===== config.mk =====
export PLATFORM = sky130hd
export DESIGN_NAME = instruction_decode
export DESIGN_NICKNAME = d
export VERILOG_FILES = /design/src/rtl/rv32_pkg.sv /design/src/rtl/instruction_decode_register_file.sv /design/src/rtl/instruction_decode.sv
export SDC_FILE = /design/constraint.sdc
export NUM_CORES = 2
export LEC_CHECK = 0
export CAP_MARGIN = 20
export CORE_ASPECT_RATIO = 1.5
export CORE_MARGIN = 2
export CORE_UTILIZATION = 55
export CTS_CLUSTER_DIAMETER = 100
export CTS_CLUSTER_SIZE = 10
export DETAILED_ROUTE_END_ITERATION = 8
export PLACE_DENSITY = 0.84
export SYNTH_ARGS = -nofsm -noshare
export SYNTH_HDL_FRONTEND = slang
export SYNTH_SLANG_ARGS = --single-unit

===== constraint.sdc =====
create_clock -name clk -period 5.1 [get_ports clk]
set_input_delay 0.765 -clock clk [delete_from_list [all_inputs] [get_ports clk]]
set_output_delay 0.765 -clock clk [all_outputs]
set_load 0.05 [all_outputs]

===== src/rtl/rv32_pkg.sv =====
// Shared RV32I definitions: major opcodes, the canonical NOP, immediate
// format selector, the decoded control bundle and the immediate generator.
package rv32_pkg;

    localparam logic [6:0] OP     = 7'b0110011;
    localparam logic [6:0] OP_IMM = 7'b0010011;
    localparam logic [6:0] LOAD   = 7'b0000011;
    localparam logic [6:0] STORE  = 7'b0100011;
    localparam logic [6:0] BRANCH = 7'b1100011;
    localparam logic [6:0] JAL    = 7'b1101111;
    localparam logic [6:0] JALR   = 7'b1100111;
    localparam logic [6:0] LUI    = 7'b0110111;
    localparam logic [6:0] AUIPC  = 7'b0010111;

    // addi x0, x0, 0
    localparam logic [31:0] NOP = 32'h0000_0013;

    typedef enum logic [2:0] {
        IMM_I,
        IMM_S,
        IMM_B,
        IMM_U,
        IMM_J
    } imm_type_t;

    typedef struct packed {
        logic reg_write;
        logic mem_read;
        logic mem_write;
        logic branch;
        logic jump;
        logic alu_src;
        logic mem_to_reg;
    } ctrl_t;

    // Assemble the sign-extended immediate for the given format.
    function automatic logic [31:0] gen_imm(input logic [31:0] instr, input imm_type_t fmt);
        logic [31:0] imm;
        case (fmt)
            IMM_I:   imm = {{20{instr[31]}}, instr[31:20]};
            IMM_S:   imm = {{20{instr[31]}}, instr[31:25], instr[11:7]};
            IMM_B:   imm = {{19{instr[31]}}, instr[31], instr[7], instr[30:25], instr[11:8], 1'b0};
            IMM_U:   imm = {instr[31:12], 12'b0};
            IMM_J:   imm = {{11{instr[31]}}, instr[31], instr[19:12], instr[20], instr[30:21], 1'b0};
            default: imm = 32'b0;
        endcase
        return imm;
    endfunction

endpackage


===== src/rtl/instruction_decode_register_file.sv =====
// 32x32 integer register file: two combinational read ports, one write port
// on posedge, synchronous active-low clear. x0 is hard-wired to zero.
// Optional macro ID_WB_BYPASS_EN: a write in the current cycle is forwarded
// straight to a read port addressing the same register.
module register_file
    import rv32_pkg::*;
(
    input  logic        clk,
    input  logic        resetn,
    input  logic        we,
    input  logic [4:0]  waddr,
    input  logic [31:0] wdata,
    input  logic [4:0]  raddr_a,
    input  logic [4:0]  raddr_b,
    output logic [31:0] rdata_a,
    output logic [31:0] rdata_b
);

    logic [31:0] regs [32];
    logic        wr_en;

    assign wr_en = we && (waddr != 5'd0);

    // Storage update: clear everything on reset, otherwise write non-x0 targets.
    always_ff @(posedge clk) begin
        if (!resetn) begin
            for (int i = 0; i < 32; i++) begin
                regs[i] <= 32'b0;
            end
        end else if (wr_en) begin
            regs[waddr] <= wdata;
        end
    end

    // Read ports: x0 forced to zero, optional same-cycle write-through.
    always_comb begin
        rdata_a = (raddr_a == 5'd0) ? 32'b0 : regs[raddr_a];
        rdata_b = (raddr_b == 5'd0) ? 32'b0 : regs[raddr_b];
`ifdef ID_WB_BYPASS_EN
        if (wr_en && (waddr == raddr_a)) rdata_a = wdata;
        if (wr_en && (waddr == raddr_b)) rdata_b = wdata;
`else
        // Without the bypass a same-cycle write is visible from the next cycle.
`endif
    end

endmodule


===== src/rtl/instruction_decode.sv =====
// RV32I decode stage: IF/ID register, register file, main decoder and
// load-use hazard detection.
// Optional macro ID_WB_BYPASS_EN (consumed by register_file) enables
// WB->ID write-through on register reads.
//
// Flow control: pcWrite acts as the stage's ready toward fetch. When it is
// low, fetch must hold its PC and the IF/ID register holds its contents; the
// stage simultaneously emits a bubble (all controls 0) toward EX. flush
// overrides a stall and replaces the IF/ID contents with an invalid NOP.
module instruction_decode
    import rv32_pkg::*;
#(
    parameter logic [31:0] RESET_PC = 32'h0000_0000
) (
    input  logic        clk,
    input  logic        resetn,
    input  logic [31:0] if_pc,
    input  logic [31:0] if_instruction,
    input  logic        flush,
    input  logic        ex_mem_read,
    input  logic [4:0]  ex_rd,
    input  logic        wb_reg_write,
    input  logic [4:0]  wb_rd,
    input  logic [31:0] wb_data,
    output logic        pcWrite,
    output logic        id_valid,
    output logic [31:0] id_pc,
    output logic [4:0]  id_rs1,
    output logic [4:0]  id_rs2,
    output logic [4:0]  id_rd,
    output logic [31:0] id_rs1_data,
    output logic [31:0] id_rs2_data,
    output logic [31:0] id_imm,
    output logic [2:0]  id_funct3,
    output logic        id_funct7b5,
    output logic [6:0]  id_opcode,
    output logic        id_reg_write,
    output logic        id_mem_read,
    output logic        id_mem_write,
    output logic        id_branch,
    output logic        id_jump,
    output logic        id_alu_src,
    output logic        id_mem_to_reg
);

    logic [31:0] if_id_pc;
    logic [31:0] if_id_instr;
    logic        if_id_valid;

    logic [6:0]  opcode;
    logic [4:0]  rs1;
    logic [4:0]  rs2;
    imm_type_t   imm_type;
    logic        imm_known;
    logic        uses_rs1;
    logic        uses_rs2;
    logic        stall;
    ctrl_t       dec_ctrl;
    ctrl_t       out_ctrl;

    assign opcode = if_id_instr[6:0];
    assign rs1    = if_id_instr[19:15];
    assign rs2    = if_id_instr[24:20];

    // IF/ID register: reset > flush > stall hold > load from fetch.
    always_ff @(posedge clk) begin
        if (!resetn) begin
            if_id_pc    <= RESET_PC;
            if_id_instr <= NOP;
            if_id_valid <= 1'b0;
        end else if (flush) begin
            if_id_instr <= NOP;
            if_id_valid <= 1'b0;
        end else if (!stall) begin
            if_id_pc    <= if_pc;
            if_id_instr <= if_instruction;
            if_id_valid <= 1'b1;
        end
    end

    // Main decoder: per-opcode controls, immediate format and source usage.
    always_comb begin
        dec_ctrl  = '0;
        imm_type  = IMM_I;
        imm_known = 1'b0;
        uses_rs1  = 1'b1;
        uses_rs2  = 1'b0;
        case (opcode)
            OP: begin
                dec_ctrl.reg_write = 1'b1;
                uses_rs2           = 1'b1;
            end
            OP_IMM: begin
                dec_ctrl.reg_write = 1'b1;
                dec_ctrl.alu_src   = 1'b1;
                imm_known          = 1'b1;
            end
            LOAD: begin
                dec_ctrl.reg_write  = 1'b1;
                dec_ctrl.mem_read   = 1'b1;
                dec_ctrl.alu_src    = 1'b1;
                dec_ctrl.mem_to_reg = 1'b1;
                imm_known           = 1'b1;
            end
            STORE: begin
                dec_ctrl.mem_write = 1'b1;
                dec_ctrl.alu_src   = 1'b1;
                imm_type           = IMM_S;
                imm_known          = 1'b1;
                uses_rs2           = 1'b1;
            end
            BRANCH: begin
                dec_ctrl.branch = 1'b1;
                imm_type        = IMM_B;
                imm_known       = 1'b1;
                uses_rs2        = 1'b1;
            end
            JAL: begin
                dec_ctrl.reg_write = 1'b1;
                dec_ctrl.jump      = 1'b1;
                imm_type           = IMM_J;
                imm_known          = 1'b1;
                uses_rs1           = 1'b0;
            end
            JALR: begin
                dec_ctrl.reg_write = 1'b1;
                dec_ctrl.jump      = 1'b1;
                dec_ctrl.alu_src   = 1'b1;
                imm_known          = 1'b1;
            end
            LUI, AUIPC: begin
                dec_ctrl.reg_write = 1'b1;
                dec_ctrl.alu_src   = 1'b1;
                imm_type           = IMM_U;
                imm_known          = 1'b1;
                uses_rs1           = 1'b0;
            end
            default: begin
                dec_ctrl = '0;
            end
        endcase
    end

    // Load-use hazard: the load in EX writes a register this instruction reads.
    always_comb begin
        stall = if_id_valid && ex_mem_read && (ex_rd != 5'd0) &&
                ((uses_rs1 && (ex_rd == rs1)) || (uses_rs2 && (ex_rd == rs2)));
        pcWrite = !stall;
    end

    // Bubble insertion toward EX when stalled or holding no instruction.
    always_comb begin
        out_ctrl = dec_ctrl;
        if (stall || !if_id_valid) out_ctrl = '0;
    end

    register_file u_register_file (
        .clk     (clk),
        .resetn  (resetn),
        .we      (wb_reg_write),
        .waddr   (wb_rd),
        .wdata   (wb_data),
        .raddr_a (rs1),
        .raddr_b (rs2),
        .rdata_a (id_rs1_data),
        .rdata_b (id_rs2_data)
    );

    assign id_valid      = if_id_valid;
    assign id_pc         = if_id_pc;
    assign id_rs1        = rs1;
    assign id_rs2        = rs2;
    assign id_rd         = if_id_instr[11:7];
    assign id_imm        = imm_known ? gen_imm(if_id_instr, imm_type) : 32'b0;
    assign id_funct3     = if_id_instr[14:12];
    assign id_funct7b5   = if_id_instr[30];
    assign id_opcode     = opcode;
    assign id_reg_write  = out_ctrl.reg_write;
    assign id_mem_read   = out_ctrl.mem_read;
    assign id_mem_write  = out_ctrl.mem_write;
    assign id_branch     = out_ctrl.branch;
    assign id_jump       = out_ctrl.jump;
    assign id_alu_src    = out_ctrl.alu_src;
    assign id_mem_to_reg = out_ctrl.mem_to_reg;

endmodule


Word level (Yosys, flattened, before mapping) --
Memories as Yosys holds them, arrays and structs flattened. A register that Yosys moved wholly into a read port is not among the register bits. Index checks and enable logic that the tools add are counted.
Operators by class: equal/unequal tests 15, multiplexer cells 26, bitwise operators 3, reductions and logical operators 25
Operator list (number):
- case mux 32 bit (5 select lines) | 1
- 2-to-1 mux 32 bit | 4
- OR reduction 32 bit | 1
- 2-to-1 mux 5 bit | 5
- equality test 7 x 6 -> 1 bit, second input constant | 3
- equality test 7 bit, second input constant | 3
- equality test 7 x 5 -> 1 bit, second input constant | 2
- 2-to-1 mux 1 bit | 14
- case mux 3 bit (4 select lines) | 1
- equality test 5 bit | 2
- logical NOT 5 bit | 2
- nonzero test 5 bit | 2
- OR reduction 8 bit | 1
- equality test 7 x 2 -> 1 bit, second input constant | 1
- 2-to-1 mux 7 bit | 1
- OR reduction 7 bit | 1
- equality test 3 x 2 -> 1 bit, second input constant | 2
- logical AND 1 bit | 6
- OR reduction 2 bit | 3
- OR reduction 3 bit | 2
- OR reduction 6 bit | 1
- equality test 3 x 1 -> 1 bit, second input constant | 1
- equality test 3 bit, second input constant | 1
- logical NOT 3 bit | 1
- 4 further kinds | 8
Word-level totals: register bits 65, RAM bits 1024, bits of input ports 111, output and inout bits 163, logic and storage cells 73, memories kept 1
Memory list:
- u_register_file.regs | words 32, width 32, read ports 2, clocked after memory_dff 2, wr ports 32, line instruction_decode_register_file.sv:19 | logic [31:0] regs [32];

Depth between registers and ports, before layout --
depth in word-level cells 8, gate-level depth with buffers 8, mapped depth without buffers 6

Hierarchy --
From an unflattened synthesis, not the netlist that was laid out.
Second synthesis, totals: cells, all modules 3873, area total of the unflattened synthesis 57462.6 µm²
By module, submodules not included:
- register_file | instances 1, cells each 3509, area an instance 54204.5 µm², sequential area each 30749.5 µm²
- instruction_decode | instances 1, cells each 364, area an instance 3258.1 µm², sequential area each 1301.2 µm²

Least setup slack after synthesis --
Ideal clock, no wire load.
path type input -> register, start point in resetn, end point mem u_register_file.regs[24][0] (enable), setup time 0.466 ns, data arrival time 3.856 ns, data required time 4.634 ns, slack 0.778 ns, stages on the path 5, buffers on the path 2, cells stage by stage buf_2 nand2_1 or3_1 clkbuf_1 o21ai_0
RTL lines:
- start: declaration | line instruction_decode.sv:16 | input logic resetn,
- end: declaration | line instruction_decode_register_file.sv:19

==> metrics.yaml <==
worstPathMaxFanout: 26
final_hold_viol_count: 0
io_buffer_count: 273
crit_path_top_delay_cell: "sky130_fd_sc_hd__clkdlybuf4s50_1"
synth_area_sq_um: 57900
totalNegativeSetupSlack_ps: 0
cp.required_ps: 4340
worstPathArrival_ps: 4080
commonest_non_fill_non_tap_cells_in_the_layout: "sky130_fd_sc_hd__edfxtp_1 (1024), sky130_fd_sc_hd__and2_1 (1000), sky130_fd_sc_hd__mux4_2 (640)"
nNetsFinal: 3997
post-route-util_pct: 63.3
post_cts.resized_instances: 0
seq_area_frac_synth_pct: 55.7
grt_setup_unrepaired: "no"
detailed_placement_hpwl_microns: 109000
route.detailed.wl_per_inst_microns: 34.6
cts_tree: "built"
clk_pin_slew_worst_paths_ps: 60
fmax_mhz: 207
clockPowerShare_pct: 36.5
grt_pass1_wl_microns: 262000
result_of_the_run: "finished, final reports clean"
timing.hold.worst.class: "flip-flop to flip-flop"
numCtsBuffers: 120
power_density_nw_per_um2: 322
final_design_area_no_fill_sq_um: 66000
boundaryPins: 274
synthesis.instances: 3736
placer_congestion: 0.873
drive_gt1_share_pct: 26.3
die_w_microns: 269
syn-mean-instance-area_sq_um: 15.5
core_region_area_sq_um: 104000
floorplan.initialDensity_pct: 55.5
yosys_register_bits: 1099
pin_count_of_the_biggest_net_entering_global_routing: 72
grt_pass1_vias: 38900
timing.slew.headroom_pct: 27.5
peak_ir_drop_on_the_vdd_network_mv: 0.280
ctsHoldBuffers: 0
power.internal_uw: 15800
asyncSetResetFlopFracSynth_pct: 0
whs_path_depth: 2
first_iter_violations: 5457
post_dp_cell_area_sq_um: 62700
synth_cell_type_count: 50
route.vias.total: 37700
hp-start: "id_pc[8]$_SDFFE_PN0P_"
number_of_synthesized_flops_with_an_enable_pin: 1024
ant_nets: 0
power_frac_seq_pct: 50.2
power.combinational.fraction_pct: 13.3
firstDrtPassIters: 6
tightest_slew_ps: 1090
clock_sinks: 1099
drc_errors: 0
fin_worst_skew_ps: 21.9
drv_cap: 0
max-clock-path-buffers: 3
final.fill_count: 6864
detail_route.wirelength_microns: 185000
setup_fix_buffers_added_after_clock_tree_synthesis: 0
sw_frac_of_total_pct: 25.6
total_leakage_power_uw: 0.0219
period_minus_slack_ps: 4840
worst_r2r_startpoint: "if_id_instr[6]$_SDFFE_PP0N_"
root_buffer: "sky130_fd_sc_hd__clkbuf_16"
track_usage_pct: 34.4
avgViaCountPerCell: 7.06
fin_hold_ws_ps: 473
largest_incremental_delay_on_the_critical_path_ps: 790
design.die.area_sq_um: 108000
crit_type: "flip-flop to output pin"
synthesis.yosys.warnings: 0
areaGrowthSynthToFinish_pct: 14.0
crit_path_cell_trace: "buf_12 > buf_12 > mux4_2 > mux4_2 > inv_1 > o22ai_1 > clkdlybuf4s50_1"
finalCritPeriodShare_pct: 94.9
timing.reg2reg.worst_path_depth: 7
synth_ff_type: "sky130_fd_sc_hd__edfxtp_1"
critPathLaunchType: "flip-flop"
setup_viol_count_final: 0
timing.final.max_slew_violations: 0
mostFrequentLayoutCell: "sky130_fd_sc_hd__edfxtp_1"
htree_levels: 3
clk-insertion-delay-late_ps: 740
placementRows: 145
height_of_the_die_microns: 402
critPathCaptureType: "output pin"
overflow: 0
grt_antenna_before_repair: 13
net-switching-power_uw: 5450
## final cells by class
cell class | instances | area [sq um] | share of cell area [%]
clock inverters | 7 | 130 | 0.197
diodes | 13 | 32.5 | 0.0493
inverters | 134 | 503 | 0.762
repair buffers | 418 | 4330 | 6.55
multi-input cells | 2113 | 23900 | 36.1
well taps | 1396 | 1750 | 2.64
clock buffers | 158 | 3170 | 4.80
flip-flops and latches | 1099 | 32300 | 48.9
## kinds of logic (layout without fill, tap and decap cells)
family / count (synthesis) / after routing / synth area share, %
multiplexers: 641 / 641 / 24.9
flip-flops: 1099 / 1099 / 55.7
AO/OA/AOI/OAI: 262 / 262 / 2.55
XOR/XNOR: 10 / 10 / 0.151
AND/OR/NAND/NOR: 1168 / 1168 / 12.3
buffers and inverters: 555 / 717 / 4.39
other: 1 / 45 / 0.00647
## cells in the mapped netlist (3+ instances only)
library cell	n	area, sq um
sky130_fd_sc_hd__edfxtp_1	1024	30700
sky130_fd_sc_hd__and2_1	1000	6260
sky130_fd_sc_hd__mux4_2	640	14400
sky130_fd_sc_hd__clkbuf_1	282	1060
sky130_fd_sc_hd__inv_1	107	402
sky130_fd_sc_hd__o21ai_0	90	450
sky130_fd_sc_hd__dfxtp_1	75	1500
sky130_fd_sc_hd__buf_4	74	556
sky130_fd_sc_hd__a21oi_1	71	355
sky130_fd_sc_hd__o22ai_1	64	400
sky130_fd_sc_hd__nor2_1	55	206
sky130_fd_sc_hd__nand3_1	40	200
sky130_fd_sc_hd__nand4_1	34	213
sky130_fd_sc_hd__buf_1	31	116
sky130_fd_sc_hd__inv_2	26	97.6
sky130_fd_sc_hd__buf_6	22	248
sky130_fd_sc_hd__a21o_1	12	90.1
sky130_fd_sc_hd__buf_2	12	60.1
sky130_fd_sc_hd__nand2_1	11	41.3
sky130_fd_sc_hd__xnor2_1	10	87.6
sky130_fd_sc_hd__o21ai_1	9	45.0
sky130_fd_sc_hd__a22oi_1	4	30.0
sky130_fd_sc_hd__nand3b_1	3	22.5
sky130_fd_sc_hd__nor3_1	3	15.0
sky130_fd_sc_hd__or4_1	3	22.5
## critical path, delay by kind of cell (launching register included)
family	cells	cell delay, ps
flip-flops	1	600
AO/OA/AOI/OAI	1	150
buffers and inverters	4	1480
multiplexers	2	1050
## registers in the layout, summed over array words and instances, names as in the netlist, named ones only
register              cells
if_id_instr              32
id_pc                    32
u_register_file.regs   1024
id_valid                  1
## power by group through the flow
stage	combinational, uW	clock, uW	sequential, uW
2_1_floorplan	1770	0	10700
3_3_place_gp	2750	0	10700
3_5_place_dp	2780	0	10800
4_1_cts	2800	7750	10600
5_1_grt	2920	8070	10700
6_report	2840	7760	10700
## per-layer routing
metal  track usage, %  up-vias  share of wire [%]
met3             11.4      884                 15
met1             40.2    18700                 30
li1                 -    14500                  -
met4             23.3        4                7.8
met2             53.7     3611                 47
met5                0        -              0.012
## metrics by stage
stage                     setup WS (ps)  cells  power, uW
after global routing                139   5329      21700
after global placement              892   5160      13500
after floorplan                     778   3767      12500
after detailed placement            916   5160      13600
final                               258   5338      21300
after CTS                           227   5325      21200
## worst paths after layout
check | end | slack (ps)
worst min-delay path | id_pc[8]$_SDFFE_PN0P_ | 470
worst min register to register | id_pc[8]$_SDFFE_PN0P_ | 470
worst max-delay path | id_rs2_data[4] | 260
worst max register to register | id_pc[22]$_SDFFE_PN0P_ | 2310
No activity file was read; power rests on OpenSTA's default activity.
